===== config.mk =====
export PLATFORM = sky130hd
export DESIGN_NAME = sum_latch_uart_tx_flat
export DESIGN_NICKNAME = d
export VERILOG_FILES = /design/src/rtl/sum_latch_uart_tx_if.sv /design/src/rtl/sum_latch_uart_tx.sv /design/src/flat_wrapper.sv
export SDC_FILE = /design/constraint.sdc
export NUM_CORES = 1
export LEC_CHECK = 0
export CORE_MARGIN = 1
export CORE_UTILIZATION = 62
export DETAILED_ROUTE_END_ITERATION = 10
export PLACE_DENSITY = 0.82
export SETUP_SLACK_MARGIN = 0.02
export SLEW_MARGIN = 25
export SYNTH_ARGS = -nofsm -noshare
export SYNTH_HDL_FRONTEND = slang
export SYNTH_SLANG_ARGS = --single-unit
export TNS_END_PERCENT = 100

===== constraint.sdc =====
create_clock -name clk -period 2.75 [get_ports clk]
set_clock_uncertainty 0.15 [all_clocks]
set_input_delay 0.825 -clock clk [delete_from_list [all_inputs] [get_ports clk]]
set_output_delay 0.825 -clock clk [all_outputs]
set_load 0.005 [all_outputs]

===== src/rtl/sum_latch_uart_tx_if.sv =====
// Pin-side bundle of the sum/latch UART block: operand strobes and bus in,
// transmit request in, serial line, busy flag and running sum out.
interface sum_latch_uart_tx_if #(
  parameter int DATA_W  = 4,
  parameter int NUM_OPS = 2
);
  localparam int SUM_W = DATA_W + $clog2(NUM_OPS);

  logic [NUM_OPS-1:0] save_n;
  logic [DATA_W-1:0]  data_in;
  logic               uart_tx_en;
  logic               uart_busy;
  logic               uart_txd;
  logic [SUM_W-1:0]   sum_out;

  modport master (
    output save_n, data_in, uart_tx_en,
    input  uart_busy, uart_txd, sum_out
  );

  modport slave (
    input  save_n, data_in, uart_tx_en,
    output uart_busy, uart_txd, sum_out
  );
endinterface


===== src/rtl/sum_latch_uart_tx.sv =====
// Captures NUM_OPS operands from asynchronous strobes, keeps their registered sum and
// sends a snapshot of it LSB byte first over a UART. Define PARITY_EN for 8E1 instead of 8N1.
module sum_latch_uart_tx #(
  parameter int DATA_W       = 4,
  parameter int NUM_OPS      = 2,
  parameter int CLKS_PER_BIT = 868
) (
  input  logic              clk,
  input  logic              reset,
  sum_latch_uart_tx_if.slave bus
);
  localparam int SUM_W     = DATA_W + $clog2(NUM_OPS);
  localparam int NUM_BYTES = (SUM_W + 7) / 8;
  localparam int SHIFT_W   = NUM_BYTES * 8;
  localparam int CNT_W     = $clog2(CLKS_PER_BIT);

  localparam logic [2:0] S_IDLE   = 3'd0;
  localparam logic [2:0] S_START  = 3'd1;
  localparam logic [2:0] S_DATA   = 3'd2;
`ifdef PARITY_EN
  localparam logic [2:0] S_PARITY = 3'd3;
`endif
  localparam logic [2:0] S_STOP   = 3'd4;

  logic [NUM_OPS-1:0] r_save_s1, r_save_s2, r_save_prev;
  logic               r_tx_s1, r_tx_s2, r_tx_prev;
  logic [NUM_OPS-1:0] w_save_fall;
  logic               w_tx_rise;
  logic [DATA_W-1:0]  r_op [NUM_OPS];
  logic [SUM_W-1:0]   w_sum;
  logic [SUM_W-1:0]   r_sum;
  logic [2:0]         r_state;
  logic [CNT_W-1:0]   r_clk_cnt;
  logic [2:0]         r_bit_cnt;
  logic [1:0]         r_byte_cnt;
  logic [SHIFT_W-1:0] r_shift;
  logic               r_busy;
  logic               r_txd;
`ifdef PARITY_EN
  logic               r_parity;
`endif

  // NOTE: sequential state uses non-blocking assignments so every register samples
  // pre-edge values; blocking here would make the synchroniser stages collapse.
  always_ff @(posedge clk or posedge reset) begin
    if (reset) begin
      r_save_s1   <= '1;
      r_save_s2   <= '1;
      r_save_prev <= '1;
      r_tx_s1     <= 1'b0;
      r_tx_s2     <= 1'b0;
      r_tx_prev   <= 1'b0;
    end else begin
      r_save_s1   <= bus.save_n;
      r_save_s2   <= r_save_s1;
      r_save_prev <= r_save_s2;
      r_tx_s1     <= bus.uart_tx_en;
      r_tx_s2     <= r_tx_s1;
      r_tx_prev   <= r_tx_s2;
    end
  end

  assign w_save_fall = r_save_prev & ~r_save_s2;
  assign w_tx_rise   = r_tx_s2 & ~r_tx_prev;

  // NOTE: the operand array is architectural state with a defined reset value, so it
  // is reset element by element rather than left as an unreset memory.
  always_ff @(posedge clk or posedge reset) begin
    if (reset) begin
      for (int i = 0; i < NUM_OPS; i++) r_op[i] <= '0;
    end else begin
      for (int i = 0; i < NUM_OPS; i++)
        if (w_save_fall[i]) r_op[i] <= bus.data_in;
    end
  end

  // NOTE: w_sum is assigned before the loop so no path leaves it unassigned (no latch).
  always_comb begin
    w_sum = '0;
    for (int i = 0; i < NUM_OPS; i++) w_sum = w_sum + SUM_W'(r_op[i]);
  end

  always_ff @(posedge clk or posedge reset) begin
    if (reset) r_sum <= '0;
    else       r_sum <= w_sum;
  end

  // Snapshot reads r_sum, so a save landing in the same cycle only shows up next frame.
  always_ff @(posedge clk or posedge reset) begin
    if (reset) begin
      r_state    <= S_IDLE;
      r_clk_cnt  <= '0;
      r_bit_cnt  <= '0;
      r_byte_cnt <= '0;
      r_shift    <= '0;
      r_busy     <= 1'b0;
      r_txd      <= 1'b1;
`ifdef PARITY_EN
      r_parity   <= 1'b0;
`endif
    end else begin
      case (r_state)
        S_IDLE: begin
          if (w_tx_rise) begin
            r_shift    <= SHIFT_W'(r_sum);
            r_state    <= S_START;
            r_busy     <= 1'b1;
            r_txd      <= 1'b0;
            r_clk_cnt  <= '0;
            r_byte_cnt <= '0;
          end
        end
        S_START: begin
          if (r_clk_cnt == CNT_W'(CLKS_PER_BIT - 1)) begin
            r_clk_cnt <= '0;
            r_bit_cnt <= '0;
            r_state   <= S_DATA;
            r_txd     <= r_shift[0];
`ifdef PARITY_EN
            r_parity  <= r_shift[0];
`endif
          end else begin
            r_clk_cnt <= r_clk_cnt + 1'b1;
          end
        end
        S_DATA: begin
          if (r_clk_cnt == CNT_W'(CLKS_PER_BIT - 1)) begin
            r_clk_cnt <= '0;
            r_shift   <= r_shift >> 1;
            if (r_bit_cnt == 3'd7) begin
`ifdef PARITY_EN
              r_state <= S_PARITY;
              r_txd   <= r_parity;
`else
              r_state <= S_STOP;
              r_txd   <= 1'b1;
`endif
            end else begin
              r_bit_cnt <= r_bit_cnt + 1'b1;
              r_txd     <= r_shift[1];
`ifdef PARITY_EN
              r_parity  <= r_parity ^ r_shift[1];
`endif
            end
          end else begin
            r_clk_cnt <= r_clk_cnt + 1'b1;
          end
        end
`ifdef PARITY_EN
        S_PARITY: begin
          if (r_clk_cnt == CNT_W'(CLKS_PER_BIT - 1)) begin
            r_clk_cnt <= '0;
            r_state   <= S_STOP;
            r_txd     <= 1'b1;
          end else begin
            r_clk_cnt <= r_clk_cnt + 1'b1;
          end
        end
`endif
        S_STOP: begin
          if (r_clk_cnt == CNT_W'(CLKS_PER_BIT - 1)) begin
            r_clk_cnt <= '0;
            if (r_byte_cnt == 2'(NUM_BYTES - 1)) begin
              r_state <= S_IDLE;
              r_busy  <= 1'b0;
              r_txd   <= 1'b1;
            end else begin
              r_byte_cnt <= r_byte_cnt + 1'b1;
              r_state    <= S_START;
              r_txd      <= 1'b0;
            end
          end else begin
            r_clk_cnt <= r_clk_cnt + 1'b1;
          end
        end
        default: begin
          r_state <= S_IDLE;
          r_busy  <= 1'b0;
          r_txd   <= 1'b1;
        end
      endcase
    end
  end

  assign bus.sum_out   = r_sum;
  assign bus.uart_busy = r_busy;
  assign bus.uart_txd  = r_txd;
endmodule

===== src/flat_wrapper.sv =====
// flat-port wrapper written by rule: the top's interface ports become plain ports
module sum_latch_uart_tx_flat 
#(
  parameter int DATA_W       = 4,
  parameter int NUM_OPS      = 2,
  parameter int CLKS_PER_BIT = 868
)
  (clk, reset, bus_save_n, bus_data_in, bus_uart_tx_en, bus_uart_busy, bus_uart_txd, bus_sum_out);
  sum_latch_uart_tx_if #(.DATA_W(DATA_W), .NUM_OPS(NUM_OPS)) bus_i ();
  input  logic clk;
  input  logic reset;
  input wire logic [$bits(bus_i.save_n)-1:0] bus_save_n;
  input wire logic [$bits(bus_i.data_in)-1:0] bus_data_in;
  input wire logic [$bits(bus_i.uart_tx_en)-1:0] bus_uart_tx_en;
  output wire logic [$bits(bus_i.uart_busy)-1:0] bus_uart_busy;
  output wire logic [$bits(bus_i.uart_txd)-1:0] bus_uart_txd;
  output wire logic [$bits(bus_i.sum_out)-1:0] bus_sum_out;
  assign bus_i.save_n = bus_save_n;
  assign bus_i.data_in = bus_data_in;
  assign bus_i.uart_tx_en = bus_uart_tx_en;
  assign bus_uart_busy = bus_i.uart_busy;
  assign bus_uart_txd = bus_i.uart_txd;
  assign bus_sum_out = bus_i.sum_out;
  sum_latch_uart_tx #(.DATA_W(DATA_W), .NUM_OPS(NUM_OPS), .CLKS_PER_BIT(CLKS_PER_BIT)) u_core (.clk(clk), .reset(reset), .bus(bus_i));
endmodule

== Yosys cells after proc, flatten, opt, wreduce, memory -nomap -nowiden ==
Index checks and enable logic that the tools add are counted.

* Equal/unequal tests: 13
* Reductions and logical operators: 15
* Add/subtract/negate cells: 4
* Bitwise gates (word level): 5
* Mux-type cells: 32

{| class="wikitable"
|+ Operators by type and width
! operator !! number
|-
| 2-to-1 mux 3 bit || 8
|-
| 2-to-1 mux 10 bit || 2
|-
| case mux 10 bit (2 select lines) || 1
|-
| 2-to-1 mux 8 bit || 2
|-
| case mux 8 bit (2 select lines) || 1
|-
| AND reduction 4 bit || 4
|-
| inequality test 2 x 1 -> 1 bit, second input constant || 6
|-
| case mux 3 bit (4 select lines) || 1
|-
| adder 10 x 1 -> 10 bit, second input constant || 1
|-
| equality test 10 bit, second input constant || 1
|-
| 2-to-1 mux 1 bit || 10
|-
| nonzero test 2 bit || 4
|-
| equality test 3 bit, second input constant || 2
|-
| 2-to-1 mux 2 bit || 3
|-
| case mux 3 bit (2 select lines) || 1
|-
| adder 4 x 4 -> 5 bit || 1
|-
| AND reduction 5 bit || 1
|-
| inequality test 2 bit, second input constant || 2
|-
| case mux 1 bit (4 select lines) || 1
|-
| case mux 2 bit (2 select lines) || 1
|-
| adder 3 x 1 -> 3 bit, second input constant || 1
|-
| equality test 3 x 1 -> 1 bit, second input constant || 1
|-
| equality test 3 x 2 -> 1 bit, second input constant || 1
|-
| zero test 3 bit || 1
|-
| 11 further kinds || 12
|}

* Word-level logic and storage cells: 85
* Register bits after elaboration: 50
* Output and inout port bits: 7

== Depth between registers and ports, before layout ==
* Depth after elaboration: 4
* Gate-level depth with buffers: 7
* Gate-level depth less buffers: 6

== Least setup slack after synthesis ==
No wires, ideal clock.

* Path kind: register to register
* From: register u_core.r_state[1]
* To: register u_core.r_shift[0]
* Data arrival time: 1.565 ns
* Period minus slack after synthesis: 1.838 ns
* Required time: 2.477 ns
* Stages on the path, launching flop included: 7
* Buffers on the path: 2
* Library setup time: 0.123 ns
* Path slack: 0.912 ns
* Path through: dfrtp_1 -> buf_6 -> or2_1 -> buf_2 -> nor3_4 -> o21ai_1 -> o221a_1

* Longest elaborated chain between the ends: 3
* Elaborated cells on any way between the ends: 7
* Classes of those cells: eq/ne (3); mux (1); reduce/logical (3)

{| class="wikitable"
|+ Ends and longest elaborated chain
! item !! line !! source
|-
| start: declaration || sum_latch_uart_tx.sv:32 || <nowiki>logic [2:0] r_state;</nowiki>
|-
| start signal: assignment || sum_latch_uart_tx.sv:91 || <nowiki>r_state <= S_IDLE;</nowiki>
|-
| start signal: assignment || sum_latch_uart_tx.sv:106 || <nowiki>r_state <= S_START;</nowiki>
|-
| start signal: assignment || sum_latch_uart_tx.sv:117 || <nowiki>r_state <= S_DATA;</nowiki>
|-
| equality test 3 x 2 -> 1 bit / zero test 3 bit (equally long branches) || sum_latch_uart_tx.sv:102 || <nowiki>case (r_state)</nowiki>
|-
| inequality test 2 x 1 -> 1 bit (no source line) / nonzero test 2 bit (equally long branches) || -- ||
|-
| AND reduction 3 bit (no source line) || -- ||
|-
| end signal: assignment || sum_latch_uart_tx.sv:105 || <nowiki>r_shift <= SHIFT_W'(r_sum);</nowiki>
|-
| end signal: assignment || sum_latch_uart_tx.sv:129 || <nowiki>r_shift <= r_shift >> 1;</nowiki>
|-
| end: declaration || sum_latch_uart_tx.sv:36 || <nowiki>logic [SHIFT_W-1:0] r_shift;</nowiki>
|}

Parallel ways exist; a longest one is shown, timed or not.
A chain may end at the register's enable or synchronous reset.

== Worst setup path in the final report ==
* From: register u_core.r_clk_cnt[0]
* To: register u_core.r_bit_cnt[2]

* Longest elaborated chain between the ends: 3
* Elaborated cells on any way between the ends: 4
* Classes of those cells: eq/ne (3); reduce/logical (1)

{| class="wikitable"
|+ Ends and longest elaborated chain
! item !! line !! source
|-
| start: declaration || sum_latch_uart_tx.sv:33 || <nowiki>logic [CNT_W-1:0] r_clk_cnt;</nowiki>
|-
| start signal: assignment || sum_latch_uart_tx.sv:123 || <nowiki>r_clk_cnt <= r_clk_cnt + 1'b1;</nowiki>
|-
| start signal: assignment || sum_latch_uart_tx.sv:146 || <nowiki>r_clk_cnt <= r_clk_cnt + 1'b1;</nowiki>
|-
| start signal: assignment || sum_latch_uart_tx.sv:173 || <nowiki>r_clk_cnt <= r_clk_cnt + 1'b1;</nowiki>
|-
| equality test 10 bit * || sum_latch_uart_tx.sv:114, sum_latch_uart_tx.sv:127 ||
|-
| inequality test 2 x 1 -> 1 bit (no source line) || -- ||
|-
| AND reduction 4 bit (no source line) * || -- ||
|-
| end signal: assignment || sum_latch_uart_tx.sv:139 || <nowiki>r_bit_cnt <= r_bit_cnt + 1'b1;</nowiki>
|-
| end: declaration || sum_latch_uart_tx.sv:34 || <nowiki>logic [2:0] r_bit_cnt;</nowiki>
|}

Every way passes the cells marked *; elsewhere a longest branch is shown, timed or not.

==> flow_metrics.tcl <==
set metrics [dict create \
    status "finished clean" \
    maxSlewHeadroom 0.576 \
    finalNonFillerCells 263 \
    power_frac_comb 0.237 \
    synth-edff-count 0 \
    drtAntennaViolNets 0 \
    hp-class "register to register" \
    yosysWarnings 0 \
    core_um2 3440 \
    tightestPinTransition_ns 0.632 \
    hold_path_depth 0 \
    syn_nets 221 \
    min_from "u_core.r_tx_s1$_DFF_PP0_" \
    cts_setup_buffers 0 \
    timing.hold.ws_ns 0.209 \
    cts_buffers 5 \
    rsz0062_at_grt "no" \
    swShare 0.291 \
    grt_util_all_layers 0.242 \
    drive_gt1_frac 0.134 \
    vias 1659 \
    setup-tns-final_ns 0 \
    cp_max_fo 12 \
    crit_type "register to register" \
    dp.cells 255 \
    reg2reg_slack_ns 0.40 \
    power_switching_w 0.000528 \
    clk_pin_slew_ns 0.09 \
    cts.sinks 47 \
    critPathRequiredTime_ns 2.78 \
    ys_types 49 \
    setup_viol 0 \
    avgViaCountPerCell 6.31 \
    die-area_um2 3940 \
    cp-start-kind "register" \
    cts_hold_buf 0 \
    place_congestion 0.817 \
    cts-root-buf "clkbuf_8" \
    synth-seq-area-share 0.518 \
    postSynthCellCount 203 \
    p_clk_frac 0.236 \
    cts_tree "done" \
    synth_ff_type "dfrtp_1" \
    clock_latency_ns 0.29 \
    antenna_cells 0 \
    syn_avg_cell_area_um2 11.3 \
    reg2reg_from "u_core.r_clk_cnt[0]$_DFFE_PP0P_" \
    leakagePower_nw 1.05 \
    synth-seq-cells 47 \
    p_per_area_nw_per_um2 711 \
    portBuffers 15 \
    die_width_um 62.8 \
    min_period_ns 2.35 \
    hpwlAfterDp_um 3080 \
    grt_pass1_wl_um 7430 \
    syn_area_um2 2290 \
    cp_cell_sequence "ha_1 > and4bb_1 > nand3_1 > or3_1 > a22o_1" \
    intPower_w 0.00129 \
    area_delta_synth_final_pct 11.5 \
    rr_worst_depth 5 \
    initial_utilization 0.665 \
    antenna_found_initial 0 \
    reg2reg_to "u_core.r_bit_cnt[2]$_DFFE_PP0P_" \
    drtIter0Drc 145 \
    ctsLongestPathBuffers 2 \
    wl_um 4300 \
    finalNetCount 234 \
    fmax_ghz 0.426 \
    die_y_um 62.8 \
    endpoint_kind "register" \
    fin_crit_sh 0.853 \
    startpoint "u_core.r_clk_cnt[0]$_DFFE_PP0P_" \
    boundaryPins 16 \
    seqPwrFrac 0.528 \
    dr.pass1.iters 4 \
    wl_per_cell_um 16.3 \
    cts.repair.resized 0 \
    htree_levels 2 \
    peakVddDrop_mv 0.491 \
    holdPathEnd "u_core.r_tx_s2$_DFF_PP0_" \
    async_flop_share 1.00 \
    drv_cap 0 \
    overflow 0 \
    hold_viol 0 \
    cp.arrival_ns 2.38 \
    fill_cells 238 \
    first_global_vias 1642 \
    grt_max_degree 33 \
    critPathSlowestCell "or3_1" \
    drcViolationCount 0 \
    slew_violations 0 \
    slowest_delay_ns 0.51 \
    fp-row-count 21 \
]
worst max-delay path by stage:
stage                                                 end  cells past startpoint
after floorplan           u_core.bus.sum_out[0]$_DFF_PP0_                      1
after global placement    u_core.r_bit_cnt[2]$_DFFE_PP0P_                      5
after detailed placement  u_core.r_bit_cnt[2]$_DFFE_PP0P_                      5
after CTS                                    bus_uart_txd                      1
after global routing      u_core.r_bit_cnt[2]$_DFFE_PP0P_                      5
final                     u_core.r_bit_cnt[2]$_DFFE_PP0P_                      5
power by group through the flow:
stage / clock, W / sequential, W / combinational (W)
3_5_place_dp: 0 / 0.000963 / 0.000425
2_1_floorplan: 0 / 0.000934 / 0.000276
6_report: 0.000428 / 0.000957 / 0.000429
4_1_cts: 0.000440 / 0.000952 / 0.000433
5_1_grt: 0.000465 / 0.000973 / 0.000473
3_3_place_gp: 0 / 0.000956 / 0.000403
through the flow:
stage / instance area, um2 / utilization / setup slack, ns / total power (W)
floorplan: 2290 / - / 0.670 / 0.00121
global placement: 2460 / 0.714 / 0.602 / 0.00136
detailed placement: 2460 / 0.714 / 0.490 / 0.00139
CTS: 2550 / 0.742 / 0.455 / 0.00182
global route: 2550 / 0.742 / 0.299 / 0.00191
finish: 2550 / 0.742 / 0.404 / 0.00181
cell usage after synthesis, drive strengths merged, types with 2 or more instances:
cell	number	area, um2
dfstp	7	184
dfrtp	40	1000
a32oi	2	17.5
and3	2	12.5
xnor2	2	17.5
a21oi	13	65.1
nand2	14	52.6
mux2	8	90.1
o211ai	3	22.5
or4	4	30.0
or2	2	12.5
a22o	2	17.5
or3	3	18.8
o31ai	4	30.0
nand4	4	25.0
a32o	2	20.0
mux2i	2	32.5
o311ai	2	17.5
o21ai	13	65.1
nor3	3	26.3
o221a	4	45.0
a21o	6	45.0
buf	5	43.8
inv	8	30.0
ha	8	100
nand3	7	35.0
clkbuf	6	22.5
nand2b	7	43.8
nor2	5	18.8
area by class of cell:
cell class / instances / area (um2) / share of cell area
clock buffer: 7 / 86.3 / 0.0338
inverter: 9 / 33.8 / 0.0132
sequential: 47 / 1180 / 0.464
timing repair buffer: 17 / 178 / 0.0696
clock inverter: 1 / 8.76 / 0.00343
tap: 46 / 57.6 / 0.0225
multi-input combinational: 136 / 1000 / 0.393
logic make-up (layout without fill, tap and decap cells):
| logic type | Yosys count | after routing | synth area share |
|---|---|---|---|
| mux | 10 | 10 | 0.0536 |
| compound gates | 57 | 57 | 0.178 |
| xor+xnor | 3 | 3 | 0.0115 |
| fa+ha+maj | 10 | 10 | 0.0574 |
| buf+inv | 20 | 34 | 0.0437 |
| flops | 47 | 47 | 0.518 |
| simple gates | 56 | 56 | 0.138 |
cells in the final DEF, fill, tap and decap left out, types with 2 or more instances in the layout:
cell type and count:
a22o_1 2, nand4_1 4, a32o_1 2, o21ai_0 12, a21oi_1 13, xnor2_1 2, dfrtp_1 40, o221a_1 4
ha_1 8, o31ai_1 4, or4_1 4, and3_1 2, clkinv_1 2, o311ai_1 2, nor3_1 2, o211ai_1 3
a21o_1 6, dfstp_2 7, mux2_2 8, inv_1 7, nor2_1 5, a32oi_1 2, or3_1 3, nand3_1 7
clkbuf_8 6, clkdlybuf4s50_1 15, nand2_1 14, nand2b_1 7
sequential cells by signal, indices dropped and copies added (netlist names):
name / cells
u_core.r_bit_cnt: 3
u_core.bus.uart_txd: 1
u_core.r_tx_prev: 1
u_core.r_shift: 5
u_core.r_tx_s1: 1
u_core.r_save_prev: 2
u_core.r_op: 8
u_core.r_save_s2: 2
u_core.bus.sum_out: 5
u_core.r_byte_cnt: 2
u_core.r_tx_s2: 1
u_core.r_save_s1: 2
u_core.bus.uart_busy: 1
u_core.r_state: 3
u_core.r_clk_cnt: 10
critical path, delay by kind of cell, from the launching register on:
family / cells / cell delay (ns)
AOI/OAI and AO/OA: 1 / 0.24
adders and majority gates: 1 / 0.27
and+or+nand+nor: 3 / 1.17
DFF: 1 / 0.41
routing by layer:
layer  GRT usage  vias to the layer above  share of wire
met5           0                        -              0
met4      0.0756                        0         0.0081
met3      0.0474                        5          0.059
met2       0.421                       59           0.52
met1       0.304                      820           0.41
li1            -                      775              -
Note: power is estimated with default switching activity, not from simulation.
